==> src/rtl/tetris_pkg.sv <==
// tetris_pkg: shared state encodings, move codes and board geometry for the tetris sequencer.
package tetris_pkg;
   localparam int BOARD_W = 32;
   localparam logic [4:0] SPAWN_LOC = 5'd2;
   typedef enum logic [2:0] {
      S_GEN      = 3'd0,
      S_MOVE     = 3'd1,
      S_LAND     = 3'd2,
      S_CLEAR    = 3'd3,
      S_NEWBOARD = 3'd4,
      S_GAMEOVER = 3'd5
   } state_t;
   typedef enum logic [1:0] {
      MV_DROP   = 2'd0,
      MV_LEFT   = 2'd1,
      MV_RIGHT  = 2'd2,
      MV_ROTATE = 2'd3
   } move_t;
endpackage

==> src/rtl/game_ctrl_if.sv <==
// game_ctrl_if: player move handshake between input debounce (master) and game_ctrl (slave).
interface game_ctrl_if;
   logic       move_valid;
   logic [1:0] move_code;
   logic       move_ready;
   modport master (output move_valid, move_code, input move_ready);
   modport slave  (input move_valid, move_code, output move_ready);
endinterface

==> src/rtl/game_ctrl_drop_timer.sv <==
// drop_timer: gravity counter that ticks every DROP_PERIOD enabled cycles; clr restarts the period.
module drop_timer #(
   parameter int DROP_PERIOD = 8
) (
   input  logic clka,
   input  logic restart,
   input  logic en,
   input  logic clr,
   output logic tick
);
   localparam int CW = (DROP_PERIOD > 2) ? $clog2(DROP_PERIOD) : 1;
   logic [CW-1:0] cnt;
   assign tick = en && cnt == CW'(DROP_PERIOD - 1);
   always_ff @(posedge clka or negedge restart) begin
      if (!restart) cnt <= '0;
      else if (clr || tick) cnt <= '0;
      else if (en) cnt <= cnt + 1'b1;
   end
endmodule

==> src/rtl/game_ctrl.sv <==
// game_ctrl: tetris game sequencer; serialises player moves and gravity into single-cycle dp steps.
// Optional SCORE_EN adds a saturating pieces_landed counter.
module game_ctrl
   import tetris_pkg::*;
#(
   parameter int DROP_PERIOD = 8,
   parameter int SCORE_W     = 8
) (
   input  logic                 clka,
   input  logic                 restart,
   input  logic                 start,
   game_ctrl_if.slave           ctrl,
   output logic [2:0]           state,
   output logic [1:0]           move,
   output logic [BOARD_W-1:0]   board_in,
   output logic [4:0]           location_in,
   output logic [1:0]           rotation_in,
   output logic [1:0]           curr_piece_in,
   input  logic [BOARD_W-1:0]   dp_board_out,
   input  logic [4:0]           dp_location_out,
   input  logic [1:0]           dp_rotation_out,
   input  logic [1:0]           dp_curr_piece_out,
   input  logic                 dp_touched,
   input  logic                 dp_error,
   output logic                 game_over
`ifdef SCORE_EN
   ,output logic [SCORE_W-1:0]  pieces_landed
`endif
);
   if (DROP_PERIOD < 2 || SCORE_W < 1) begin : g_bad_param
      $error("game_ctrl: DROP_PERIOD must be >= 2 and SCORE_W >= 1");
   end
   state_t st;
   logic   in_move, tick, accept, step, drop, land;
   assign state     = st;
   assign game_over = st == S_GAMEOVER;
   assign in_move   = st == S_MOVE;
   // gravity wins a collision with a player move; the move stays pending
   assign ctrl.move_ready = in_move && !tick;
   assign accept = ctrl.move_valid && ctrl.move_ready;
   assign step   = tick || accept;
   assign move   = accept ? ctrl.move_code : 2'd0;
   assign drop   = step && move == MV_DROP;
   assign land   = drop && dp_touched;
   drop_timer #(.DROP_PERIOD(DROP_PERIOD)) u_timer (
      .clka    (clka),
      .restart (restart),
      .en      (in_move),
      .clr     (st == S_GEN || drop),
      .tick    (tick)
   );
   always_ff @(posedge clka or negedge restart) begin
      if (!restart) begin
         st            <= S_NEWBOARD;
         board_in      <= '0;
         location_in   <= '0;
         rotation_in   <= '0;
         curr_piece_in <= '0;
      end else begin
         case (st)
            S_NEWBOARD: begin
               board_in      <= '0;
               location_in   <= SPAWN_LOC;
               rotation_in   <= '0;
               curr_piece_in <= '0;
               st            <= S_GEN;
            end
            S_GEN: begin
               curr_piece_in <= dp_curr_piece_out;
               location_in   <= SPAWN_LOC;
               rotation_in   <= '0;
               st            <= |board_in[BOARD_W-1 -: 4] ? S_GAMEOVER : S_MOVE;
            end
            S_MOVE: begin
               // a landing drop leaves the piece where it was before the step
               if (land) st <= S_LAND;
               else if (step) begin
                  location_in <= dp_location_out;
                  rotation_in <= dp_rotation_out;
               end
            end
            S_LAND: begin
               board_in <= dp_board_out;
               st       <= S_CLEAR;
            end
            S_CLEAR: begin
               board_in <= dp_board_out;
               st       <= dp_error ? S_GAMEOVER : S_GEN;
            end
            S_GAMEOVER: if (start) st <= S_NEWBOARD;
            default: st <= S_NEWBOARD;
         endcase
      end
   end
`ifdef SCORE_EN
   always_ff @(posedge clka or negedge restart) begin
      if (!restart) pieces_landed <= '0;
      else if (st == S_NEWBOARD) pieces_landed <= '0;
      else if (land && !(&pieces_landed)) pieces_landed <= pieces_landed + 1'b1;
   end
`endif
endmodule

==> src/flat_wrapper.sv <==
// flat-port wrapper written by rule: the top's interface ports become plain ports
module game_ctrl_flat import tetris_pkg::*;
#(
   parameter int DROP_PERIOD = 8,
   parameter int SCORE_W     = 8
)
  (clka, restart, start, state, move, board_in, location_in, rotation_in, curr_piece_in, dp_board_out, dp_location_out, dp_rotation_out, dp_curr_piece_out, dp_touched, dp_error, game_over, ctrl_move_valid, ctrl_move_code, ctrl_move_ready);
  game_ctrl_if ctrl_i ();
  input  logic clka;
  input  logic restart;
  input  logic start;
  output logic [2:0] state;
  output logic [1:0] move;
  output logic [BOARD_W-1:0] board_in;
  output logic [4:0] location_in;
  output logic [1:0] rotation_in;
  output logic [1:0] curr_piece_in;
  input  logic [BOARD_W-1:0] dp_board_out;
  input  logic [4:0] dp_location_out;
  input  logic [1:0] dp_rotation_out;
  input  logic [1:0] dp_curr_piece_out;
  input  logic dp_touched;
  input  logic dp_error;
  output logic game_over;
  input wire logic [$bits(ctrl_i.move_valid)-1:0] ctrl_move_valid;
  input wire logic [$bits(ctrl_i.move_code)-1:0] ctrl_move_code;
  output wire logic [$bits(ctrl_i.move_ready)-1:0] ctrl_move_ready;
  assign ctrl_i.move_valid = ctrl_move_valid;
  assign ctrl_i.move_code = ctrl_move_code;
  assign ctrl_move_ready = ctrl_i.move_ready;
  game_ctrl #(.DROP_PERIOD(DROP_PERIOD), .SCORE_W(SCORE_W)) u_core (.clka(clka), .restart(restart), .start(start), .ctrl(ctrl_i), .state(state), .move(move), .board_in(board_in), .location_in(location_in), .rotation_in(rotation_in), .curr_piece_in(curr_piece_in), .dp_board_out(dp_board_out), .dp_location_out(dp_location_out), .dp_rotation_out(dp_rotation_out), .dp_curr_piece_out(dp_curr_piece_out), .dp_touched(dp_touched), .dp_error(dp_error), .game_over(game_over));
endmodule
==> config.mk <==
export PLATFORM = sky130hd
export DESIGN_NAME = game_ctrl_flat
export DESIGN_NICKNAME = d
export VERILOG_FILES = /design/src/rtl/tetris_pkg.sv /design/src/rtl/game_ctrl_if.sv /design/src/rtl/game_ctrl_drop_timer.sv /design/src/rtl/game_ctrl.sv /design/src/flat_wrapper.sv
export SDC_FILE = /design/constraint.sdc
export NUM_CORES = 1
export LEC_CHECK = 0
export ABC_AREA = 1
export BUFFER_PORTS_ARGS = -buffer_cell sky130_fd_sc_hd__buf_2
export CORE_UTILIZATION = 46
export CTS_CLUSTER_SIZE = 12
export DETAILED_ROUTE_END_ITERATION = 8
export GPL_ROUTABILITY_DRIVEN = 1
export PLACE_DENSITY = 0.79
export SYNTH_ARGS = -nofsm -noshare
export SYNTH_HDL_FRONTEND = slang
export SYNTH_HIERARCHICAL = 1
export SYNTH_SLANG_ARGS = --single-unit
==> constraint.sdc <==
create_clock -name clka -period 1.9 [get_ports clka]
set_input_delay 0.095 -clock clka [delete_from_list [all_inputs] [get_ports clka]]
set_output_delay 0.095 -clock clka [all_outputs]
set_load 0.03 [all_outputs]
## Yosys cells after proc, flatten, opt, wreduce, memory -nomap -nowiden

Index checks and enable logic that the tools add are counted.

- $add $sub $neg: 1
- Reduce and logical (&&, ||, !) cells: 20
- Mux-type cells: 16
- Equal/unequal tests: 10

Operator list:

| cell | number |
|---|---|
| 32-bit one-hot mux with 2 select lines | 1 |
| 3-bit two-way mux | 6 |
| 3-bit one-hot mux with 6 select lines | 1 |
| 5-bit two-way mux | 2 |
| 5-bit one-hot mux with 2 select lines | 1 |
| 3-bit == test (second input constant) | 3 |
| 2-bit != test (second input constant) | 4 |
| 2-bit one-hot mux with 2 select lines | 2 |
| 2-bit nonzero test | 4 |
| 3-bit by 2-bit == test with 1-bit output (second input constant) | 2 |
| 2-bit two-way mux | 3 |
| 1-bit logical AND | 5 |
| 2-bit OR reduction | 2 |
| 4-bit OR reduction | 1 |
| 3-bit by 1-bit adder with 3-bit output (second input constant) | 1 |
| 3-bit by 1-bit == test with 1-bit output (second input constant) | 1 |
| 3-bit logical NOT | 1 |
| 1-bit logical OR | 3 |
| 3-bit AND reduction | 1 |
| 2-bit logical NOT | 1 |
| 2-bit AND reduction | 1 |
| 1-bit logical NOT | 1 |

- Output and inout bits: 48
- Logic and storage cells: 53
- Input bits: 49
- Register bits after elaboration: 47

## Logic depth before layout (Yosys ltp)

- Depth after elaboration: 11
- Mapped depth: 14
- Gate-level depth less buffers: 14

## Modules after synthesis

The synthesis kept the hierarchy.

By module, submodules not included:

| module | cells an instance | area an instance (um2) | seq. area each (um2) | times used |
|---|---|---|---|---|
| game_ctrl | 226 | 1,941.9 | 1,102.3 | 1 |
| drop_timer | 21 | 165.2 | 75.1 | 1 |

## Worst setup path before layout

OpenSTA, ideal clock, no wires.

- Path kind: register to output
- Start point: reg u_core.st[2], in the netlist u_core/state[2]
- End point: out move[0]
- Data required time: 1,805 ps
- Arrival: 1,897 ps
- Path buffers: 0
- Stages on the path, launching flop included: 11
- Slack: -92 ps
- Cell sequence: dfstp_2 -> nor2_2 -> nand2_4 -> inv_2 -> nand2_1 -> inv_1 -> inv_1 -> nand3_1 -> nor2_2 -> inv_1 -> nor2_1

- Cells in the longest elaborated chain, start to end: 6

RTL lines:

| item | line | RTL |
|---|---|---|
| start, declared | game_ctrl.sv:33 | `state_t st;` |
| start signal, assigned | game_ctrl.sv:72 | `st <= \|board_in[BOARD_W-1 -: 4] ? S_GAMEOVER : S_MOVE;` |
| start signal, assigned | game_ctrl.sv:88 | `st <= dp_error ? S_GAMEOVER : S_GEN;` |
| 3-bit by 1-bit == test with 1-bit output | game_ctrl.sv:37 | `assign in_move = st == S_MOVE;` |
| via u_core.in_move | game_ctrl.sv:34 | `logic in_move, tick, accept, step, drop, land;` |
| 1-bit logical AND | game_ctrl_drop_timer.sv:13 | `assign tick = en && cnt == CW'(DROP_PERIOD - 1);` |
| via u_core.tick | game_ctrl.sv:34 |  |
| 1-bit logical NOT | game_ctrl.sv:39 | `assign ctrl.move_ready = in_move && !tick;` |
| 1-bit logical AND | game_ctrl.sv:39 |  |
| 1-bit logical AND | game_ctrl.sv:40 | `assign accept = ctrl.move_valid && ctrl.move_ready;` |
| 2-bit two-way mux | game_ctrl.sv:42 | `assign move = accept ? ctrl.move_code : 2'd0;` |
| end, declared | flat_wrapper.sv:13 | `output logic [1:0] move;` |

The timed path passes the listed nets, and every way through them passes these cells.

## Final worst setup path

- Start point: reg u_core.u_timer.cnt[1]
- End point: out move[0]

- Cells in the longest elaborated chain, start to end: 6

RTL lines:

| item | line | RTL |
|---|---|---|
| start, declared | game_ctrl_drop_timer.sv:12 | `logic [CW-1:0] cnt;` |
| start signal, assigned | game_ctrl_drop_timer.sv:17 | `else if (en) cnt <= cnt + 1'b1;` |
| 3-bit == test | game_ctrl_drop_timer.sv:13 |  |
| 1-bit logical AND | game_ctrl_drop_timer.sv:13 |  |
| via u_core.tick | game_ctrl.sv:34 |  |
| 1-bit logical NOT | game_ctrl.sv:39 |  |
| 1-bit logical AND | game_ctrl.sv:39 |  |
| 1-bit logical AND | game_ctrl.sv:40 |  |
| 2-bit two-way mux | game_ctrl.sv:42 |  |

The timed path passes the listed nets, and every way through them passes these cells.

==> metrics.txt <==
Layout fillers 383; Residual DRC 0; CP Data Required Time 1.80 ns; top post-synthesis cells by area dfrtp_1 (55%), nand2_1 (9.6%), inv_1 (9.3%); final antenna-violating net count 0; total routed wirelength 5040 um; max-cap violations 0; die height 69.7 um; met3 Use GR 0.0581; Setup Skew 0.00541 ns; final hold vios 0; unrepaired setup endpoints after global routing true; std cell rows 24; router iterations before antenna repair 4; Post-Syn Area 2110 sq um; Vias 1988; largest net degree at the start of global routing 33; area share of the leading cell type in the synthesized netlist 0.546; flops & latches, synth 47; core area 4380 sq um; share of post-route cells with drive strength above 1 0.384; Crit. End Element output pin; DRT iter0 DRCs 100; CTS tree done; Die Span X 69.7 um; Root Buffer clkbuf_8; LEAKAGE 1.64 nW; slew margin rel. 0.638; vias in the first global route 1874; setup TNS 0 ns; nets@finish 410; Max Fanout on Critical Path 2; Data arrival, critical path 1.74 ns; CTS clock-pin slew for the worst setup and hold paths 0.08 ns; Avg Cell Area, Syn 8.53 sq um; Post-synth EDFFs 0; most frequent cells after synthesis nand2_1 (54), inv_1 (52), dfrtp_1 (46), o21ai_0 (32), nor2_1 (12); CTS sink count 47; P&R area growth vs syn 38.5%; depth of the CTS H-tree 2; Synth cell types 27; most common cell in the netlist nand2_1; syn nets 298; Avg WL per Cell 12.3 um; critical path class flop to output pin; Top Usage Layer GRT met2; Starting Density 0.481; # diodes 0; final setup violating endpoints 0; max-slew violation count 0; area leader, netlist dfrtp_1; worst-margin pin slew 0.543 ns; YS warnings 6; Worst Setup Start Kind flop; initial antenna violation count 0; met1 Use GR 0.254; Mapped Cells 247; fin crit share 0.966; top_reg_cell synth dfrtp_1; HPWL after DPL 3490 um; via density per instance 4.84; Final Wtd Congestion 0.858; FMAX 545 MHz; grt met2 use 0.358; PD cells 1620 nW/um^2; clock latency on the worst-skew pair 0.29 ns; Hold Path Class input port to flop; first-pass GRT wire length 7990 um; Tmin final 1.84 ns; maximum vdd drop 0.827 mV; r2r setup slk 0.07 ns; maximum clock path buffer count 2; remaining global-route overflow 0; Die ar. 4860 sq um; port bufs 96; WHS 0.00680 ns; CTS Buf Count 5; register area share after synthesis 0.559; ys async rst share 1.00; I/O pins 97; gr usage total 0.205; status finished, final reports clean
==> worst paths after layout <==
kind / from / end / cells after the start
setup / recovery: u_core/u_timer/cnt[1] / move[0] / 10
hold / removal: dp_board_out[30] / u_core/board_in[30] / 3
setup reg to reg: u_core/state[1] / u_core/location_in[0] / 13
hold reg to reg: u_core/location_in[3] / u_core/location_in[3] / 2
max in group asynchronous: restart / u_core/state[2] / 3
min in group asynchronous: restart / u_core/board_in[16] / 2
==> stage by stage <==
stage               worst slack [ns]  instances  utilization  power, mW  instance area [sq um]
floorplan                    -0.0534        247            -       3.26                   2110
global placement               0.122        394        0.612       3.93                   2680
detailed placement            0.0190        394        0.612       4.00                   2680
CTS                          0.00755        406        0.645       4.63                   2830
global route                 -0.0228        411        0.666       5.06                   2920
finish                        0.0643        411        0.666       4.73                   2920
==> layer usage <==
metal  wire length (um)  share of wire
met1               2170           0.43
met2               2540           0.50
met3                308          0.061
met4                 24         0.0048
met5                  0              0
==> layout by cell type (no fill, tap or decap) <==
cell type and n:
dlygate4sd3_1 3, inv_4 1, o21ai_4 1, clkbuf_8 6, nand2_1 53, nand3_1 9
or2_2 1, dfstp_2 1, nand2_2 1, nand3_4 2, o41ai_1 1, o211ai_1 1
a22o_1 2, nand4_2 1, clkinv_1 1, ha_2 1, nand2_4 2, nand4_1 8
buf_4 13, ha_4 1, nor3_1 1, o21ai_1 1, buf_2 94, a21oi_1 3
inv_2 4, nand3_2 1, o21ai_0 32, inv_1 49, clkinv_2 1, nor2_2 1
o21ai_2 2, nor2_1 11, nor2_4 2, buf_6 1, buf_12 1, dfrtp_1 46
==> cell families (layout without fill, tap and decap cells) <==
logic type / count (synthesis) / count (layout) / synth area share
flip-flops: 47 / 47 / 0.559
adder cells (fa/ha/maj): 2 / 2 / 0.0119
AO/OA/AOI/OAI: 43 / 43 / 0.118
AND/OR/NAND/NOR: 93 / 93 / 0.200
buffers and inverters: 62 / 174 / 0.112
==> flip-flops by register name, summed over array words and instances, names as in the netlist <==
signal	count
u_core/board_in	32
u_core/location_in	5
u_core/state	3
u_core/u_timer/cnt	3
u_core/curr_piece_in	2
u_core/rotation_in	2
==> layout make-up <==
| cell class | instances | area, sq um | area share |
|---|---|---|---|
| tap | 52 | 65.1 | 0.0223 |
| multi-input combinational | 138 | 749 | 0.257 |
| clock buffer | 6 | 82.6 | 0.0283 |
| timing repair buffer | 112 | 629 | 0.216 |
| inverter | 55 | 209 | 0.0716 |
| sequential | 47 | 1180 | 0.404 |
| clock inverter | 1 | 5.00 | 0.00172 |
==> where the power goes <==
group	leakage (nW)	switching (mW)	internal, mW	total [mW]
logic	0.986	1.74	0.783	2.52
registers	0.609	0.241	1.38	1.62
clock network	0.0470	0.304	0.286	0.589
==> timing repair <==
action | 4_1_cts | 5_1_grt
setup endpoints to repair | 2 | 13
hold buffers | 3 | 0
buffers inserted | 2 | 5
cloned | 0 | 0
gates resized for setup | 3 | 13
hold endpoints to repair | 25 | 0
pin swaps | 1 | 5
==> critical path: stages, from the launching register on <==
cell     delay [ns]
dfrtp_1        0.40
ha_2           0.20
ha_4           0.16
nand2_4        0.06
inv_2          0.03
inv_2          0.07
nand3_4        0.09
nor2_4         0.13
inv_2          0.05
nor2_1         0.09
buf_4          0.16
(Power assumes the default switching activity.)
